<file path="config.mk">
export PLATFORM = sky130hd
export DESIGN_NAME = acc_ctrl
export DESIGN_NICKNAME = d
export VERILOG_FILES = /design/src/rtl/acc_ctrl.sv
export SDC_FILE = /design/constraint.sdc
export NUM_CORES = 1
export LEC_CHECK = 0
export BUFFER_PORTS_ARGS = -buffer_cell sky130_fd_sc_hd__buf_2
export CORE_UTILIZATION = 40
export CTS_BUF_LIST = sky130_fd_sc_hd__clkbuf_4 sky130_fd_sc_hd__clkbuf_8
export DETAILED_ROUTE_END_ITERATION = 8
export GPL_TIMING_DRIVEN = 0
export PLACE_DENSITY = 0.79
export SLEW_MARGIN = 20
export SYNTH_ARGS = -nofsm -noshare
export SYNTH_HDL_FRONTEND = slang
export SYNTH_SLANG_ARGS = --single-unit
</file>
<file path="constraint.sdc">
create_clock -name clk -period 2.31 [get_ports clk]
set_clock_uncertainty 0.1 [all_clocks]
set_input_delay 0 -clock clk [delete_from_list [all_inputs] [get_ports clk]]
set_output_delay 0 -clock clk [all_outputs]
set_load 0.05 [all_outputs]
</file>
<file path="src/rtl/acc_ctrl.sv">
// Accelerator job controller: streams nin input words to a datapath, starts it,
// waits for completion (optionally bounded), and collects nout result words.
module acc_ctrl #(
    parameter int DATA_W = 32,
    parameter int CNT_W  = 4,
    parameter int TO_W   = 8
) (
    input  logic              clk,
    input  logic              rst,
    input  logic              start_i,
    input  logic              clear_i,
    input  logic [CNT_W-1:0]  cfg_nin_i,
    input  logic [CNT_W-1:0]  cfg_nout_i,
    input  logic [TO_W-1:0]   cfg_timeout_i,
    output logic [CNT_W-1:0]  buf_raddr_o,
    input  logic [DATA_W-1:0] buf_rdata_i,
    output logic [DATA_W-1:0] dp_wdata_o,
    output logic              dp_wvalid_o,
    input  logic              dp_wready_i,
    output logic              dp_start_o,
    input  logic              dp_done_i,
    input  logic [DATA_W-1:0] dp_rdata_i,
    input  logic              dp_rvalid_i,
    output logic              dp_rready_o,
    output logic              res_we_o,
    output logic [CNT_W-1:0]  res_waddr_o,
    output logic [DATA_W-1:0] res_wdata_o,
    output logic [3:0]        status_o,
    output logic [3:0]        error_o,
    output logic              busy_o,
    output logic              irq_o
);

    typedef enum logic [2:0] {
        ST_IDLE  = 3'd0,
        ST_WRITE = 3'd1,
        ST_WAIT  = 3'd2,
        ST_READ  = 3'd3,
        ST_DONE  = 3'd4
    } state_t;

    localparam logic [3:0] ERR_OKAY    = 4'h0;
    localparam logic [3:0] ERR_INV_CFG = 4'h1;
    localparam logic [3:0] ERR_OTHERS  = 4'h2;

    state_t            state_q, state_d;
    logic [CNT_W-1:0]  wcnt_q, wcnt_d;
    logic [CNT_W-1:0]  rcnt_q, rcnt_d;
    logic [TO_W-1:0]   tcnt_q, tcnt_d;
    logic [CNT_W-1:0]  nin_q, nin_d;
    logic [CNT_W-1:0]  nout_q, nout_d;
    logic [TO_W-1:0]   to_q, to_d;
    logic [3:0]        err_q, err_d;
    logic              start_q;
    logic              irq_q;

    always_ff @(posedge clk or posedge rst) begin
        if (rst) begin
            state_q <= ST_IDLE;
            wcnt_q  <= '0;
            rcnt_q  <= '0;
            tcnt_q  <= '0;
            nin_q   <= '0;
            nout_q  <= '0;
            to_q    <= '0;
            err_q   <= ERR_OKAY;
            start_q <= 1'b0;
            irq_q   <= 1'b0;
        end else begin
            state_q <= state_d;
            wcnt_q  <= wcnt_d;
            rcnt_q  <= rcnt_d;
            tcnt_q  <= tcnt_d;
            nin_q   <= nin_d;
            nout_q  <= nout_d;
            to_q    <= to_d;
            err_q   <= err_d;
            // Both pulses fire only on the edge that enters their state.
            start_q <= (state_d == ST_WAIT) && (state_q != ST_WAIT);
            irq_q   <= (state_d == ST_DONE) && (state_q != ST_DONE);
        end
    end

    always_comb begin
        state_d     = state_q;
        wcnt_d      = wcnt_q;
        rcnt_d      = rcnt_q;
        tcnt_d      = tcnt_q;
        nin_d       = nin_q;
        nout_d      = nout_q;
        to_d        = to_q;
        err_d       = err_q;
        dp_wvalid_o = 1'b0;
        dp_wdata_o  = '0;
        dp_rready_o = 1'b0;
        res_we_o    = 1'b0;
        res_wdata_o = '0;

        case (state_q)
            ST_IDLE: begin
                if (start_i) begin
                    nin_d  = cfg_nin_i;
                    nout_d = cfg_nout_i;
                    to_d   = cfg_timeout_i;
                    wcnt_d = '0;
                    if (cfg_nin_i == '0 || cfg_nout_i == '0) begin
                        state_d = ST_DONE;
                        err_d   = ERR_INV_CFG;
                    end else begin
                        state_d = ST_WRITE;
                        err_d   = ERR_OKAY;
                    end
                end
            end
            ST_WRITE: begin
                dp_wvalid_o = 1'b1;
                dp_wdata_o  = buf_rdata_i;
                if (clear_i) begin
                    state_d = ST_IDLE;
                    wcnt_d  = '0;
                    err_d   = ERR_OKAY;
                end else if (dp_wready_i) begin
                    if (wcnt_q == nin_q - 1'b1) begin
                        state_d = ST_WAIT;
                        wcnt_d  = '0;
                        tcnt_d  = '0;
                    end else begin
                        wcnt_d = wcnt_q + 1'b1;
                    end
                end
            end
            ST_WAIT: begin
                // A done arriving on the expiry cycle still counts as success.
                if (clear_i) begin
                    state_d = ST_IDLE;
                    tcnt_d  = '0;
                    err_d   = ERR_OKAY;
                end else if (dp_done_i) begin
                    state_d = ST_READ;
                    tcnt_d  = '0;
                    rcnt_d  = '0;
                end else if (to_q != '0 && tcnt_q == to_q - 1'b1) begin
                    state_d = ST_DONE;
                    tcnt_d  = '0;
                    err_d   = ERR_OTHERS;
                end else begin
                    tcnt_d = tcnt_q + 1'b1;
                end
            end
            ST_READ: begin
                dp_rready_o = 1'b1;
                if (dp_rvalid_i) begin
                    res_we_o    = 1'b1;
                    res_wdata_o = dp_rdata_i;
                end
                if (clear_i) begin
                    state_d = ST_IDLE;
                    rcnt_d  = '0;
                    err_d   = ERR_OKAY;
                end else if (dp_rvalid_i) begin
                    if (rcnt_q == nout_q - 1'b1) begin
                        state_d = ST_DONE;
                        rcnt_d  = '0;
                        err_d   = ERR_OKAY;
                    end else begin
                        rcnt_d = rcnt_q + 1'b1;
                    end
                end
            end
            ST_DONE: begin
                if (clear_i) begin
                    state_d = ST_IDLE;
                    err_d   = ERR_OKAY;
                end
            end
            default: begin
                state_d = ST_IDLE;
            end
        endcase
    end

    assign buf_raddr_o = wcnt_q;
    assign res_waddr_o = rcnt_q;
    assign dp_start_o  = start_q;
    assign irq_o       = irq_q;
    assign error_o     = err_q;
    assign status_o    = {1'b0, state_q};
    assign busy_o      = (state_q == ST_WRITE) || (state_q == ST_WAIT) || (state_q == ST_READ);

endmodule

</file>
## After elaboration in Yosys (flattened, before gate mapping)

Index checks and enable logic that the tools add are counted.

- Flip-flop bits (word level): 41
- Word-level logic and storage cells: 107
- Output and inout port bits: 86

- Reductions and logical operators: 20
- $add $sub $neg: 6
- Equality and inequality tests: 23
- Multiplexer cells: 48

Operator list:

| cell | number |
|---|---|
| 32-bit 2-to-1 mux | 3 |
| 4-bit 2-to-1 mux | 17 |
| 8-bit 2-to-1 mux | 6 |
| 3-bit 2-to-1 mux | 12 |
| 3-bit != test, second input constant | 6 |
| 4-bit one-hot mux with 2 select lines | 2 |
| 4-bit one-hot mux with 4 select lines | 1 |
| 8-bit one-hot mux with 2 select lines | 1 |
| 3-bit one-hot mux with 5 select lines | 1 |
| 2-bit != test, second input constant | 6 |
| 3-bit by 2-bit == test with 1-bit output, second input constant | 3 |
| 4-bit by 1-bit adder with 4-bit output, second input constant | 2 |
| 8-bit by 1-bit adder with 8-bit output, second input constant | 1 |
| 4-bit == test | 2 |
| 8-bit == test | 1 |
| 4-bit logical NOT | 2 |
| 4-bit AND reduction | 2 |
| 8-bit nonzero test | 1 |
| 4-bit by 1-bit subtractor with 4-bit output, second input constant | 2 |
| 8-bit by 1-bit subtractor with 8-bit output, second input constant | 1 |
| 7-bit AND reduction | 1 |
| 3-bit == test, second input constant | 2 |
| 2-bit nonzero test | 3 |
| 1-bit 2-to-1 mux | 5 |
| 10 further kinds | 14 |

## Longest topological paths before layout

- Word-level depth: 9
- Gate-level depth with buffers: 10
- Gate-level depth less buffers: 9

## Worst setup path before layout

OpenSTA, ideal clock, no wires.

- Path kind: register -> output
- From: register state_q[2]
- To: output res_wdata_o[22]
- Path buffers: 3
- Cell stages (with the launch flop): 7
- Data arrival time: 2.527 ns
- Data required time: 2.210 ns
- Setup slack: -0.317 ns
- Cell sequence: dfrtp_1 > clkbuf_1 > nor2b_1 > and3_1 > clkbuf_1 > clkbuf_1 > and2_1

- Cells in the longest elaborated chain, start to end: 2

RTL lines:

| element | RTL line | source |
|---|---|---|
| start, declared | 46 | `state_t state_q, state_d;` |
| start signal, assigned | 70 | `state_q <= state_d;` |
| 3-bit by 2-bit == test with 1-bit output | 99 | `case (state_q)` |
| 32-bit 2-to-1 mux | 99 |  |
| end, declared | 27 | `output logic [DATA_W-1:0] res_wdata_o,` |

Every way passes these cells.

## Worst setup path in the final report

- From: register to_q[0]
- To: register irq_q (netlist: irq_o)

- Cells in the longest elaborated chain, start to end: 9

RTL lines:

| element | RTL line | source |
|---|---|---|
| start, declared | 52 | `logic [TO_W-1:0] to_q, to_d;` |
| start signal, assigned | 76 | `to_q <= to_d;` |
| 8-bit by 1-bit subtractor with 8-bit output | 142 | `end else if (to_q != '0 && tcnt_q == to_q - 1'b1) begin` |
| 8-bit == test | 142 |  |
| 1-bit logical AND * | 142 |  |
| 3-bit 2-to-1 mux * | 142 |  |
| 3-bit 2-to-1 mux * | 138 | `end else if (dp_done_i) begin` |
| 3-bit 2-to-1 mux * | 134 | `if (clear_i) begin` |
| 3-bit one-hot mux with 5 select lines * | 99 |  |
| via state_d[2] | 46 |  |
| 3-bit == test * | 80 | `irq_q <= (state_d == ST_DONE) && (state_q != ST_DONE);` |
| 1-bit logical AND * | 80 |  |
| end signal, assigned | 80 |  |
| end, declared | 55 | `logic irq_q;` |

The timed path passes the listed nets; every way through them passes the cells marked *.
A chain may end at the register's enable or synchronous reset.

==> results.yml <==
status:
  status: "finished with violations"
  violations: "design-rule violations, negative setup slack"
worst_hold_path:
  holdCritStartpoint: "dp_rvalid_i"
  whs_endpoint: "state_q[1]"
  min_path_type: "primary input to flop"
  hold_path_depth: 4
layout:
  multiInputGateArea_um2: 1750
  fill_cells: 534
  syn_to_final_growth_pct: 53.75
  antenna_cells: 0
  layout-drive-gt1-share: 0.4713
  layout.area.seq_um2: 975.9
  fin_nets: 614
  fin_area_um2: 4209
  instances_no_fill: 599
die:
  die_y_um: 84.73
  start_util: 0.4215
  die_w_um: 84.73
  row_count: 29
  die-area_um2: 7179
  coreArea_um2: 6495
  floorplan.io_pins: 173
worst_setup_path:
  regToRegSetupSlack_ns: -0.09
  critPathKind: "flop to flop"
  slowest_stage: "dfrtp_1"
  rr_endpoint: "irq_o"
  crit_family: "simple AND/OR/NAND/NOR gates"
  worstPathArrival_ns: 2.51
  crit_buf_inv: 2
  crit_fanout: 4
  rr_worst_depth: 10
  cpPeakStageDelay_ns: 0.36
  required_ns: 2.42
  cp_cell_sequence: "inv_1, ha_4, xor2_2, or3_1, a32oi_1, nand4_1, buf_4, nor4_4, a21o_1, nor3b_2"
  endpoint_kind: "flop"
  worstSetupStartpointType: "flop"
  worstReg2RegStart: "to_q[0]"
global_routing:
  track_usage: 0.2549
  grt_pass1_wl_mm: 14.19
  grt_max_degree: 31
  grt_pass1_vias: 2955
  grt_antenna_before_repair: 0
  overflow: 0
placement:
  dp_hpwl_mm: 7.165
  portBuffers: 169
  post-place-ws_ns: -0.1497
  dp_cells: 563
  dpl_cell_area_um2: 3720
  place.gp.congestion: 0.8332
clock_network:
  clk_latency_ns: 0.30
  clockBufferDepth: 2
  ctsHtreeMaxLevel: 2
  cts-root-buf: "clkbuf_8"
  clock_sinks: 39
  cts_tree: "built"
  clkTransAtPathRegs_ns: 0.08
  cts_buffers: 5
logic_synthesis:
  synth_top_area_share: 0.3565
  ys_seq_area_frac: 0.3565
  synth-seq-cells: 39
  synth_area_um2: 2738
  avgSynthCellArea_um2: 8.719
  ys_async_sr_fraction: 1.000
  synth.distinct_cells: 50
  syn_inst: 314
  netlist_top_cells_area: "dfrtp_1 (36%), and2_1 (15%), mux2_2 (5.8%), xnor2_1 (4.8%), o21ai_0 (3.8%)"
  synth_area_leader_cell: "dfrtp_1"
  synth_flop_cell: "dfrtp_1"
  synth_enable_flop_cells: 0
  synth_warnings: 0
power:
  power.density_nw_per_um2: 959.3
  report.power.total_uw: 4038
  cellLeakagePower_uw: 0.002254
  peakVddDrop_mv: 0.6149
route:
  drc: 16
  wire_per_inst_um: 15.43
  drt_iter0_drc: 143
  via_per_inst: 5.052
  drt-total-wl_mm: 9.242
  vias: 3026
  ant_nets: 0
  drt_first_pass_iters: 7
sta:
  hold_viol: 0
  fin_crit_ns: 2.400
  post-route-worst-setup-slack_ns: -0.09011
  rsz0062_at_grt: "yes"
  worst_slew_pin_slew_ns: 0.5250
  post-route-period-util: 1.039
  whs_ns: 0.03795
  maxSlewViolCount: 0
  setup_viol: 7
  relSlewSlack: 0.6468
  max_clock_freq_mhz: 416.6
job:
  cap_violations: 0
## power by group
part | total, uW | switching [uW] | internal [uW]
combinational | 2420 | 1530 | 882
sequential | 1090 | 221 | 870
clock | 532 | 247 | 285
total | 4040 | 2000 | 2040
## cells in the final DEF (no fill, tap or decap), drive strengths merged, types with 3 or more instances in the layout
cell         count
nor3b            3
mux2            14
conb             3
or3              3
nand2           25
ha               6
a21o             3
xor2             5
dlygate4sd3     18
o21ai           21
dfrtp           39
buf            188
clkbuf          17
nor4             5
inv             10
a21oi            4
nand3           11
xnor2           15
and3             3
nor2            17
and2            66
nand2b           3
a22o             6
nor2b            5
nor3             9
## layer usage
metal,part of all wire,global-route usage,up-vias
met2,0.48,0.4287,122
met4,0.037,0.1263,0
met3,0.063,0.04818,19
li1,-,-,1485
met5,0,0,-
met1,0.42,0.3136,1400
## cell usage after synthesis (3+ instances only)
library cell	number
nor4_1	4
nand2_1	25
a21oi_1	4
and2_1	66
inv_1	10
nor2b_1	5
xor2_1	5
or3_1	3
mux2_2	14
clkbuf_1	11
xnor2_1	15
nand2b_1	3
nor3_1	8
o21ai_0	21
nand3_1	11
nor2_1	17
dfrtp_1	39
ha_1	6
buf_4	3
a22o_2	5
## stage by stage
step | setup TNS, ns | utilization
detailed placement | -1.039 | 0.5727
global route | -2.276 | 0.6480
finish | -0.2604 | 0.6480
floorplan | -0.03655 | -
CTS | -0.3197 | 0.6326
global placement | -0.7310 | 0.5696
## layout make-up
cell class,instances,area share
multi-input combinational,250,0.4159
timing repair buffer,199,0.2744
sequential,39,0.2319
clock buffer,8,0.02467
tap,77,0.02289
buffer,16,0.02140
inverter,10,0.008918
## kinds of logic after synthesis
| group | synth area share |
|---|---|
| AOI/OAI and AO/OA | 0.1229 |
| muxes | 0.06490 |
| adders and majority gates | 0.02742 |
| other | 0.001370 |
| and+or+nand+nor | 0.3181 |
| xor gates and xnor gates | 0.06399 |
| DFF | 0.3565 |
| buffers and inverters | 0.04479 |
## worst register-to-register path, stage by stage (launching register included)
cell and delay [ns]:
dfrtp_1 0.36, inv_1 0.08, ha_4 0.17, xor2_2 0.17, or3_1 0.32, a32oi_1 0.21
nand4_1 0.13, buf_4 0.17, nor4_4 0.22, a21o_1 0.20, nor3b_2 0.18
## worst max path at each step
| stage | startpoint | to | slack [ns] | depth (start not counted) |
|---|---|---|---|---|
| final | to_q[0] | irq_o | -0.09 | 10 |
| after global routing | to_q[0] | irq_o | -0.17 | 10 |
| after CTS | to_q[0] | tcnt_q[0] | -0.06 | 9 |
| after detailed placement | to_q[0] | tcnt_q[0] | -0.15 | 9 |
| after global placement | to_q[0] | irq_o | -0.15 | 9 |
| after floorplan | state_q[2] | res_wdata_o[22] | -0.04 | 6 |
## registers in the layout, indices dropped and copies added (netlist names)
name / cells
tcnt_q: 8
to_q: 8
buf_raddr_o: 4
nin_q: 4
nout_q: 4
res_waddr_o: 4
state_q: 3
error_o: 2
dp_start_o: 1
irq_o: 1
## what timing repair did
| action | 4_1_cts | 5_1_grt |
|---|---|---|
| endpoints found under the setup margin | 69 | 61 |
| pin swaps | 4 | 4 |
| endpoints found under the hold margin | 56 | 0 |
| gates resized for setup | 19 | 19 |
| hold buffers | 18 | 0 |
| gates cloned | 1 | 0 |
| buffers inserted | 6 | 4 |
(Power assumes the default switching activity.)
